## config.mk

```make
export PLATFORM = sky130hd
export DESIGN_NAME = cnn_frame_sequencer
export DESIGN_NICKNAME = d
export VERILOG_FILES = /design/src/rtl/cnn_pkg.sv /design/src/rtl/cnn_coef_regs.sv /design/src/rtl/cnn_frame_sequencer.sv
export SDC_FILE = /design/constraint.sdc
export NUM_CORES = 1
export LEC_CHECK = 0
export CORE_AREA = 2 2 122 124
export CTS_BUF_LIST = sky130_fd_sc_hd__clkbuf_8
export CTS_CLUSTER_SIZE = 30
export DETAILED_ROUTE_END_ITERATION = 16
export DIE_AREA = 0 0 124 126
export PLACE_DENSITY = 0.87
export SYNTH_ARGS = -nofsm -noshare
export SYNTH_HDL_FRONTEND = slang
export SYNTH_SLANG_ARGS = --single-unit
```

## constraint.sdc

```tcl
create_clock -name clk -period 3.5 [get_ports clk]
set_clock_uncertainty 0.2 [all_clocks]
set_input_delay 1.05 -clock clk [delete_from_list [all_inputs] [get_ports clk]]
set_output_delay 1.05 -clock clk [all_outputs]
set_load 0.01 [all_outputs]
```

## src/rtl/cnn_pkg.sv

```systemverilog
// Shared types and frame-size helpers for the CNN frame sequencer.
package cnn_pkg;

  typedef enum logic [2:0] {
    IDLE,
    LOAD_K,
    CLEAR,
    STREAM,
    DRAIN,
    DONE
  } state_t;

  localparam int NUM_COEF  = 9;
  localparam int DEF_IMG_N = 6;
  localparam int DEF_K     = 3;
  localparam int DEF_P     = 2;

  function automatic int pix_cnt_f(input int img_n);
    return img_n * img_n;
  endfunction

  // Pooled outputs per frame: valid-conv side divided by the pool window, squared.
  function automatic int out_cnt_f(input int img_n, input int k, input int p);
    return ((img_n - k + 1) / p) * ((img_n - k + 1) / p);
  endfunction

  localparam int PIX_CNT = pix_cnt_f(DEF_IMG_N);
  localparam int OUT_CNT = out_cnt_f(DEF_IMG_N, DEF_K, DEF_P);

endpackage

```

## src/rtl/cnn_coef_regs.sv

```systemverilog
// Nine-entry write-indexed 3x3 kernel coefficient register file, flat outputs.
// Write lands one cycle after wr_en; contents survive abort, cleared only by reset.
module cnn_coef_regs
  import cnn_pkg::*;
#(
  parameter int N = 16
) (
  input  logic                clk,
  input  logic                rst,
  input  logic                wr_en,
  input  logic [3:0]          wr_idx,
  input  logic [N-1:0]        wr_data,
  output logic signed [N-1:0] k00,
  output logic signed [N-1:0] k01,
  output logic signed [N-1:0] k02,
  output logic signed [N-1:0] k10,
  output logic signed [N-1:0] k11,
  output logic signed [N-1:0] k12,
  output logic signed [N-1:0] k20,
  output logic signed [N-1:0] k21,
  output logic signed [N-1:0] k22
);

  logic [N-1:0] coef [NUM_COEF];

  always_ff @(posedge clk or negedge rst) begin
    if (!rst) begin
      for (int i = 0; i < NUM_COEF; i++) coef[i] <= '0;
    end else if (wr_en && (wr_idx < 4'(NUM_COEF))) begin
      coef[wr_idx] <= wr_data;
    end
  end

  assign k00 = coef[0];
  assign k01 = coef[1];
  assign k02 = coef[2];
  assign k10 = coef[3];
  assign k11 = coef[4];
  assign k12 = coef[5];
  assign k20 = coef[6];
  assign k21 = coef[7];
  assign k22 = coef[8];

endmodule

```

## src/rtl/cnn_frame_sequencer.sv

```systemverilog
// Frame controller: loads kernel, clears and streams IMG_N^2 pixels, counts pooled results.
// Pixel to acc_en/acc_pixel is one cycle; pix_ready only in STREAM, w_ready only in LOAD_K.
module cnn_frame_sequencer
  import cnn_pkg::*;
#(
  parameter int N       = 16,
  parameter int IMG_N   = 6,
  parameter int K       = 3,
  parameter int P       = 2,
  parameter int TIMEOUT = 64
) (
  input  logic                clk,
  input  logic                rst,
  input  logic                start,
  input  logic                reuse_k,
  input  logic                abort,
  input  logic                w_valid,
  input  logic [N-1:0]        w_data,
  output logic                w_ready,
  input  logic                pix_valid,
  input  logic [N-1:0]        pix_data,
  output logic                pix_ready,
  output logic                acc_clr,
  output logic                acc_en,
  output logic [N-1:0]        acc_pixel,
  output logic signed [N-1:0] k00,
  output logic signed [N-1:0] k01,
  output logic signed [N-1:0] k02,
  output logic signed [N-1:0] k10,
  output logic signed [N-1:0] k11,
  output logic signed [N-1:0] k12,
  output logic signed [N-1:0] k20,
  output logic signed [N-1:0] k21,
  output logic signed [N-1:0] k22,
  input  logic                acc_valid,
  output logic                busy,
  output logic                done,
  output logic                err
);

  localparam int PIXN = pix_cnt_f(IMG_N);
  localparam int OUTN = out_cnt_f(IMG_N, K, P);
  localparam int PCW  = $clog2(PIXN + 1);
  localparam int RCW  = $clog2(OUTN + 1);
  localparam int TCW  = $clog2(TIMEOUT + 1);

  state_t         state, state_nx;
  logic [3:0]     widx;
  logic [PCW-1:0] pcnt;
  logic [RCW-1:0] rcnt;
  logic [TCW-1:0] timer;
  logic           w_hs, pix_hs, abort_go, rcnt_full, timed_out, counting;

  assign w_ready   = (state == LOAD_K);
  assign pix_ready = (state == STREAM);
  assign busy      = (state != IDLE);
  assign done      = (state == DONE);
  assign w_hs      = w_valid & w_ready;
  assign pix_hs    = pix_valid & pix_ready;
  assign abort_go  = abort & busy;
  assign rcnt_full = (rcnt == RCW'(OUTN));
  assign timed_out = (timer == TCW'(TIMEOUT));
  assign counting  = (state == STREAM) || (state == DRAIN) || (state == DONE);

  always_comb begin
    state_nx = state;
    if (abort_go) begin
      state_nx = IDLE;
    end else begin
      case (state)
        IDLE:    if (start) state_nx = reuse_k ? CLEAR : LOAD_K;
        LOAD_K:  if (w_hs && (widx == 4'(NUM_COEF - 1))) state_nx = CLEAR;
        CLEAR:   state_nx = STREAM;
        STREAM:  if (pix_hs && (pcnt == PCW'(PIXN - 1))) state_nx = DRAIN;
        DRAIN:   if (rcnt_full) state_nx = DONE;
                 else if (timed_out) state_nx = IDLE;
        DONE:    state_nx = IDLE;
        default: state_nx = IDLE;
      endcase
    end
  end

  always_ff @(posedge clk or negedge rst) begin
    if (!rst) begin
      state     <= IDLE;
      widx      <= '0;
      pcnt      <= '0;
      rcnt      <= '0;
      timer     <= '0;
      acc_clr   <= 1'b0;
      acc_en    <= 1'b0;
      acc_pixel <= '0;
      err       <= 1'b0;
    end else begin
      state   <= state_nx;
      // Pulse on entry to CLEAR, and once more on the way out of an aborted frame.
      acc_clr <= (state_nx == CLEAR) || abort_go;
      acc_en  <= pix_hs;
      if (pix_hs) acc_pixel <= pix_data;

      if ((state == IDLE) && start) begin
        err  <= 1'b0;
        widx <= '0;
      end
      if (w_hs) widx <= widx + 1'b1;

      if (state == CLEAR) begin
        pcnt  <= '0;
        rcnt  <= acc_valid ? RCW'(1) : '0;
        timer <= '0;
      end else begin
        if (pix_hs) pcnt <= pcnt + 1'b1;
        if (acc_valid && counting && !rcnt_full) rcnt <= rcnt + 1'b1;
        if (state == DRAIN) timer <= acc_valid ? '0 : timer + 1'b1;
      end

      if ((state == DRAIN) && !rcnt_full && timed_out && !abort_go) err <= 1'b1;
    end
  end

  cnn_coef_regs #(.N(N)) u_coef (
    .clk     (clk),
    .rst     (rst),
    .wr_en   (w_hs),
    .wr_idx  (widx),
    .wr_data (w_data),
    .k00     (k00),
    .k01     (k01),
    .k02     (k02),
    .k10     (k10),
    .k11     (k11),
    .k12     (k12),
    .k20     (k20),
    .k21     (k21),
    .k22     (k22)
  );

endmodule

```

* Word-level counts from Yosys, hierarchy flattened
Cells that the tools add are included.
Storage, ports and cells: memories 0, memory bits (writable) 0, bits in registers 186, output and inout port bits 167, word-level logic and storage cells 84, bits in read-only memories 0, bits in latches 0, bits of input ports 40
Operators by class: $mul 0, mux-type cells 23, magnitude comparators 3, eq/ne operators 10, divide/modulo/power cells 0, bitwise logic cells 4, add/subtract/negate cells 4, shift operators 0, reductions and logical operators 22
Operators with widths (count):
- bitwise mux 144 bit | 1
- demux 16 bit (select 4 bit) | 1
- two-way mux 3 bit | 8
- two-way mux 7 bit | 3
- two-way mux 16 bit | 1
- case mux 3 bit (5 select lines) | 1
- two-way mux 6 bit | 2
- logical AND 1 bit | 10
- nonzero test 2 bit | 5
- == test 3 x 2 -> 1 bit (second input constant) | 3
- == test 3 bit (second input constant) | 3
- two-way mux 4 bit | 2
- adder 7 x 1 -> 7 bit (second input constant) | 1
- == test 7 bit (second input constant) | 1
- adder 6 x 1 -> 6 bit (second input constant) | 1
- == test 6 bit (second input constant) | 1
- greater-or-equal comparator 5 bit (second input constant) | 1
- less-than comparator 5 x 1 -> 1 bit (second input constant) | 1
- inverter 4 -> 5 bit | 1
- adder 4 x 1 -> 4 bit (second input constant) | 1
- == test 4 bit (second input constant) | 1
- less-than comparator 4 bit (second input constant) | 1
- adder 3 x 1 -> 3 bit (second input constant) | 1
- AND 1 bit | 3
- 7 further kinds | 12

* Longest topological paths before layout
Gate-level depths: netlist of the first run.
word-level depth 8, gate-level depth with buffers 7, depth with buffers taken out 6

* Modules after synthesis
A second synthesis of the first run with hierarchy kept.
Second synthesis, totals: cells, all modules 550, area total of the unflattened synthesis 7539.7 µm²
By module, submodules not included:
- cnn_coef_regs | area an instance 5436.5 µm², cells each 315, instances 1
- cnn_frame_sequencer | area an instance 2103.3 µm², cells each 235, instances 1

* Worst setup path after synthesis of the first run
No wires, ideal clock.
path kind input to register, start input port w_valid, end register u_coef.coef (netlist bit u_coef.k22[10]), setup slack 1.024 ns, buffers on the path 2, data required time 3.175 ns, stages 5, arrival 2.151 ns, path through and4bb_2 -> and4b_1 -> buf_2 -> buf_4 -> mux2_2
Between the ends: cells in the longest elaborated chain, start to end 2
RTL lines:
- start: declaration | RTL line cnn_frame_sequencer.sv:17 | input logic w_valid,
- AND 1 bit | RTL line cnn_frame_sequencer.sv:58 | assign w_hs = w_valid & w_ready;
- logical AND 1 bit | RTL line cnn_coef_regs.sv:29 | end else if (wr_en && (wr_idx < 4'(NUM_COEF))) begin
- end signal: indexed assignment | RTL line cnn_coef_regs.sv:30 | coef[wr_idx] <= wr_data;
- end: declaration | RTL line cnn_coef_regs.sv:24 | logic [N-1:0] coef [NUM_COEF];
No other way between the ends. A chain may end at the register's enable or synchronous reset.

* Worst setup path after layout of the first run
start register state[1], end output port done
Between the ends: cells in the longest elaborated chain, start to end 1
RTL lines:
- start: declaration | RTL line cnn_frame_sequencer.sv:47 | state_t state, state_nx;
- start signal: assignment | RTL line cnn_frame_sequencer.sv:95 | state <= state_nx;
- == test 3 bit | RTL line cnn_frame_sequencer.sv:57 | assign done = (state == DONE);
- end: declaration | RTL line cnn_frame_sequencer.sv:37 | output logic done,
No other way between the ends.

==> key figures, run 1 <==
Synthesis
  • Seq cells post-synth: 186
  • Synth Area in Compound Gates: 0.0270
  • Post-synthesis cell area: 0.00764 sq mm
  • Mux contribution to synthesized area: 0.229
  • Adder-cell share of the synthesized area: 0.0161
  • Post-Syn Nets: 583
  • Yosys cell types: 44
  • Largest family of logic cells by synthesized area: multiplexers
  • Simple-gate area share of the yosys netlist: 0.0845
  • Post-Synthesis Cells: 534
  • Post-synth EDFFs: 0
  • Syn avg cell area: 14.3 sq um
  • Synth warn: 0
  • Async S/R FF share, synth: 1.00
  • Most frequent cells after synthesis: dfrtp_1, mux2_2, nand2_1, mux2_4, o21ai_0
  • Ranking of synthesized cells by area: dfrtp_1, mux2_2, mux2_4, nand2_1, buf_6
  • Post-Synth XOR/XNOR Area: 0.00803
  • Share of the synthesized area in the top cell type: 0.609
  • Most common cell in the netlist: dfrtp_1
  • Sequential area share after synthesis: 0.609
  • Area leader, netlist: dfrtp_1
  • Synth Flop Type: dfrtp_1

Critical path
  • CP Depth: 3
  • Startpoint class of the critical path: flop
  • Crit path buffers/inverters: 1
  • Crit Reg-Reg Endpoint: u_coef.k21[10]$_DFFE_PN0P_
  • CP max FO: 15
  • Crit-path leading delay family: flip-flops
  • WP data required: 2.25 ns
  • Critical Path Start: state[1]$_DFF_PN0_
  • Crit path capture: done
  • Worst path slowest cell: dfrtp_1
  • CP Capture Type: output port
  • Critical path type: flop to output port
  • FF-to-FF path depth: 4
  • R2R Path Start: state[1]$_DFF_PN0_
  • Critical Path AT: 1.98 ns
  • Reg2reg setup slack: 1.13 ns
  • Delay of the slowest critical-path stage: 0.54 ns
  • Worst path cell trace: and2b_1 > and2_1 > clkdlybuf4s50_1

Global route
  • Initial antenna violation count: 0
  • Tot GR Track Use: 0.248
  • Pin count of the biggest net entering global routing: 58
  • GR Overflow Total: 0
  • Global-route wire length before repair: 29,000 microns
  • Vias in the first global route: 5,343

Route
  • Final ANT Viol Nets: 0
  • Post-Route WL: 18,200 microns
  • DRC: 0
  • Drt pass-1 iters: 5
  • Total number of vias: 5,072
  • Detailed-route wire length per cell: 19.3 microns
  • First DRT Iteration DRCs: 274
  • Via/cell ratio: 5.38

Final layout
  • Ant. Diodes: 0
  • Final Net Count: 795
  • Layout cells sized above 1: 0.256
  • # fillers: 958
  • Layout Area Growth over Synthesis: 34.4%

Floorplanning
  • I/O pin count: 207
  • Initial Util: 0.534
  • Die H: 126 microns
  • FP Rows: 44
  • Die Width: 124 microns
  • Core Area: 0.0143 sq mm
  • Die area: 0.0156 sq mm

STA
  • Final Hold Fails: 0
  • Highest Clock Rate: 309 MHz
  • Final setup viols: 0
  • Actual slew at the worst max-slew pin: 0.705 ns
  • Slew margin rel.: 0.523
  • Min Tclk post-route: 3.23 ns
  • Final hold slack: 0.284 ns
  • RSZ-0062 raised after global routing: no
  • Slew Limit Fails: 0
  • Period Utilization, post-route: 0.924
  • Setup TNS: 0 ns

Clock tree
  • Cts repair resizes: 0
  • Clock Tree Root: clkbuf_8
  • Clock network latency to the later pin of the worst-skew pair: 0.46 ns
  • Post-CTS Hold Buffers: 0
  • Clk sink count: 186
  • Longest Clk Path Bufs: 2
  • CTS buffer count: 17
  • Htree depth: 4
  • Post-CTS Setup Inserts: 0
  • CTS tree: yes
  • Clk slew on worst S/H paths: 0.09 ns

Pwr
  • Worst VDD drop: 0.420 mV
  • Leak: 4.94 nW
  • Clk pwr share: 0.215
  • Tot Pwr: 6.94 mW
  • Internal Power: 4.81 mW
  • Comb power frac: 0.345
  • P_sw: 2.13 mW
  • Sw Share: 0.307
  • Flop pwr share: 0.440
  • Cell area power density: 676 mW/mm^2

Placement
  • Placer Congestion: 0.876
  • Post-DP HPWL: 12,800 microns
  • Number of port buffers: 206

Min path
  • Hold Path Class: flop to flop

Outcome
  • Outcome: finished, final reports clean

Run
  • Max-cap viol count: 0
-- cells by family after synthesis --
group | after synthesis
adder cells (fa/ha/maj) | 10
buffers and inverters | 31
flip-flops | 186
AND/OR/NAND/NOR | 120
AO/OA/AOI/OAI | 35
multiplexers | 145
XOR/XNOR | 7
-- metrics by stage --
stage | cell area (sq um) | setup slack (ns) | std cells | utilization
final | 10300 | 0.267 | 943 | 0.717
after detailed placement | 9850 | 0.440 | 911 | 0.688
after global routing | 10300 | 0.128 | 943 | 0.717
after CTS | 10300 | 0.240 | 943 | 0.717
after global placement | 9850 | 0.511 | 911 | 0.688
after floorplan | 7640 | 1.02 | 534 | -
-- layout by cell type (no fill, tap or decap), types with 5 or more instances in the layout --
| cell type | count |
|---|---|
| buf_4 | 5 |
| clkbuf_8 | 19 |
| clkdlybuf4s50_1 | 205 |
| dfrtp_1 | 186 |
| ha_1 | 9 |
| inv_1 | 11 |
| inv_6 | 5 |
| mux2_2 | 113 |
| mux2_4 | 31 |
| nand2_1 | 66 |
| nand2_4 | 8 |
| nand3_1 | 9 |
| nor2_1 | 9 |
| o21ai_0 | 19 |
| xor2_1 | 5 |
-- routing by layer --
metal | vias up | global-route usage | share of wire
met4 | 0 | 0.0925 | 0.026
met2 | 187 | 0.397 | 0.48
met1 | 2574 | 0.325 | 0.43
met5 | - | 0 | 0
met3 | 35 | 0.0661 | 0.065
li1 | 2276 | - | -
-- area by class of cell --
| cell class | count | area [sq um] | area share |
|---|---|---|---|
| Sequential cell | 186 | 4650 | 0.453 |
| Tap cell | 184 | 230 | 0.0224 |
| Clock buffer | 19 | 262 | 0.0255 |
| Clock inverter | 13 | 158 | 0.0154 |
| Multi-Input combinational cell | 317 | 2780 | 0.271 |
| Inverter | 11 | 41.3 | 0.00402 |
| Timing Repair Buffer | 213 | 2140 | 0.208 |
-- worst reg2reg max path, stage by stage (launching register included) --
cell	delay [ns]
dfrtp_1	0.54
nor3b_2	0.34
and4b_1	0.51
nand2_4	0.30
mux2_4	0.38
-- worst min-delay path by stage --
stage | from | endpoint | slack, ns | cells past startpoint
floorplan | timer[4]$_DFFE_PN0P_ | timer[4]$_DFFE_PN0P_ | 0.27 | 1
global placement | acc_pixel[12]$_DFFE_PN0P_ | acc_pixel[12]$_DFFE_PN0P_ | 0.26 | 2
detailed placement | acc_pixel[5]$_DFFE_PN0P_ | acc_pixel[5]$_DFFE_PN0P_ | 0.27 | 2
CTS | acc_pixel[5]$_DFFE_PN0P_ | acc_pixel[5]$_DFFE_PN0P_ | 0.29 | 2
global route | acc_pixel[11]$_DFFE_PN0P_ | acc_pixel[11]$_DFFE_PN0P_ | 0.31 | 2
finish | acc_pixel[5]$_DFFE_PN0P_ | acc_pixel[5]$_DFFE_PN0P_ | 0.28 | 2
-- flip-flops by register name, summed over array words and instances, names as in the netlist, 4 cells and up --
signal,count
u_coef.k22,16
pcnt,6
acc_pixel,16
u_coef.k11,16
u_coef.k01,16
u_coef.k20,16
u_coef.k02,16
timer,7
u_coef.k00,16
u_coef.k10,16
widx,4
u_coef.k12,16
u_coef.k21,16
-- power groups by stage --
stage / clock network (mW) / logic (mW) / registers (mW)
3_3_place_gp: 0 / 2.34 / 3.06
6_report: 1.49 / 2.40 / 3.06
5_1_grt: 1.61 / 2.60 / 3.13
2_1_floorplan: 0 / 0.834 / 3.26
3_5_place_dp: 0 / 2.41 / 3.10
4_1_cts: 1.52 / 2.42 / 3.06
Note: power is estimated with default switching activity, not from simulation.
==> inputs of run 2 (changes only) <==
--- a/config.mk
+++ b/config.mk
@@ -5,12 +5,15 @@
 export SDC_FILE = /design/constraint.sdc
 export NUM_CORES = 1
 export LEC_CHECK = 0
-export CORE_AREA = 2 2 122 124
+export CAP_MARGIN = 0
+export CELL_PAD_IN_SITES_DETAIL_PLACEMENT = 1
+export CELL_PAD_IN_SITES_GLOBAL_PLACEMENT = 2
+export CORE_AREA = 2 2 149 151
 export CTS_BUF_LIST = sky130_fd_sc_hd__clkbuf_8
 export CTS_CLUSTER_SIZE = 30
 export DETAILED_ROUTE_END_ITERATION = 16
-export DIE_AREA = 0 0 124 126
-export PLACE_DENSITY = 0.87
+export DIE_AREA = 0 0 151 153
+export PLACE_DENSITY = 0.86
 export SYNTH_ARGS = -nofsm -noshare
 export SYNTH_HDL_FRONTEND = slang
 export SYNTH_SLANG_ARGS = --single-unit
==> key figures, run 2 (same netlist as run 1, synthesis figures left out) <==
Clock tree
  • Post-CTS Hold Buffers: 0
  • Longest Clk Path Bufs: 2
  • Clock network latency to the later pin of the worst-skew pair: 0.46 ns
  • Clock Tree Root: clkbuf_8
  • Post-CTS Setup Inserts: 0
  • CTS buffer count: 17
  • CTS tree: yes
  • Cts repair resizes: 0
  • Clk slew on worst S/H paths: 0.09 ns
  • Clk sink count: 186
  • Htree depth: 4

Run
  • Max-cap viol count: 0

STA
  • Min Tclk post-route: 3.30 ns
  • Slew Limit Fails: 0
  • Period Utilization, post-route: 0.942
  • Highest Clock Rate: 303 MHz
  • Actual slew at the worst max-slew pin: 0.873 ns
  • Final hold slack: 0.288 ns
  • Slew margin rel.: 0.410
  • Final setup margin: 0.202 ns
  • RSZ-0062 raised after global routing: no
  • Final setup viols: 0
  • Setup TNS: 0 ns
  • Final Hold Fails: 0

Route
  • First DRT Iteration DRCs: 144
  • Total number of vias: 5,130
  • Post-Route WL: 21,200 microns
  • Final ANT Viol Nets: 0
  • Via/cell ratio: 4.95
  • Drt pass-1 iters: 4
  • DRC: 0
  • Detailed-route wire length per cell: 20.5 microns

Global route
  • Top Usage Layer GRT: met2
  • Met3 Track Usage GR: 0.0445
  • Tot GR Track Use: 0.190
  • GR Layer Usage met1: 0.234
  • Pin count of the biggest net entering global routing: 70
  • Global-route wire length before repair: 33,300 microns
  • Routing usage on met2: 0.332
  • GR Overflow Total: 0
  • Initial antenna violation count: 0
  • Vias in the first global route: 5,696

Floorplanning
  • Die area: 0.0231 sq mm
  • Die H: 153 microns
  • I/O pin count: 207
  • FP Rows: 54
  • Die Width: 151 microns
  • Core Area: 0.0215 sq mm
  • Initial Util: 0.356

Pwr
  • Cell area power density: 657 mW/mm^2
  • Worst VDD drop: 0.236 mV
  • Leak: 4.90 nW

Critical path
  • Worst path slowest cell: clkdlybuf4s50_1
  • FF-to-FF path depth: 4
  • CP max FO: 12
  • Critical Path AT: 2.05 ns
  • CP Capture Type: output port
  • Worst path cell trace: nor3b_2 > clkdlybuf4s50_1
  • WP data required: 2.25 ns
  • Critical path type: flop to output port
  • Startpoint class of the critical path: flop
  • Delay of the slowest critical-path stage: 0.63 ns
  • Reg2reg setup slack: 1.03 ns

Final layout
  • Final Non-Filler Cells: 1,037
  • Commonest cells after routing, fill and taps aside: clkdlybuf4s50_1, dfrtp_1, mux2_2, nand2_1, mux2_4
  • Design area: 0.0103 sq mm
  • Layout cells sized above 1: 0.254
  • # fillers: 2,177
  • Final Net Count: 796
  • Ant. Diodes: 0
  • Layout Area Growth over Synthesis: 34.9%
  • Most common cell after layout, fill and taps aside: clkdlybuf4s50_1

Placement
  • Post-DP Area: 0.00998 sq mm
  • Placer Congestion: 0.728
  • Number of port buffers: 206
  • Placed insts: 1,008
  • Post-DP HPWL: 15,400 microns
  • Setup WS pre-CTS: 0.370 ns

Min path
  • Hold Path Class: flop to flop
  • Worst hold stages: 2

Outcome
  • Outcome: finished, final reports clean
run 2: cell count changes in the layout (fill, tap and decap cells not counted):
cell / delta
clkinv_2: +2
bufinv_16: -2
clkinvlp_4: +1
clkbuf_8: -2
buf_4: +1
clkinv_4: +2
inv_6: -3
inv_8: -1
run 2: through the flow:
| stage | util | power [mW] |
|---|---|---|
| finish | 0.480 | 6.78 |
| CTS | 0.480 | 6.88 |
| global placement | 0.464 | 5.47 |
| floorplan | - | 4.09 |
| detailed placement | 0.464 | 5.59 |
| global route | 0.480 | 7.19 |
run 2: final timing paths:
check                                         startpoint                    endpoint
worst max-delay path                  state[0]$_DFF_PN0_                     w_ready
worst min-delay path            acc_pixel[5]$_DFFE_PN0P_    acc_pixel[5]$_DFFE_PN0P_
worst max register to register        state[0]$_DFF_PN0_  u_coef.k20[12]$_DFFE_PN0P_
worst min register to register  acc_pixel[5]$_DFFE_PN0P_    acc_pixel[5]$_DFFE_PN0P_
max in group asynchronous                            rst         widx[0]$_DFFE_PN0P_
min in group asynchronous                            rst  u_coef.k20[15]$_DFFE_PN0P_
run 2: power breakdown:
part | switching, mW | internal [mW] | total [mW]
Sequential | 0.375 | 2.70 | 3.07
Clock | 0.772 | 0.488 | 1.26
Combinational | 1.02 | 1.42 | 2.44
Total | 2.17 | 4.61 | 6.78
run 2: area by class of cell:
class	instances	area, sq um	share of cell area
tap	280	350	0.0340
multi-input combinational	317	2780	0.270
inverter	11	41.3	0.00401
clock inverter	12	95.1	0.00923
timing repair buffer	214	2150	0.208
clock buffer	17	234	0.0227
sequential	186	4650	0.452
run 2: critical path: cells and delay by family (launching register included):
kind	cells	cell delay (ns)
buf+inv	1	0.63
flops	1	0.60
simple gates	1	0.37
run 2: per-layer routing:
layer / routed length [microns] / vias to the layer above
met5: 0 / -
met4: 314 / 0
met3: 1130 / 20
met2: 10800 / 156
met1: 9020 / 2671
li1: - / 2283
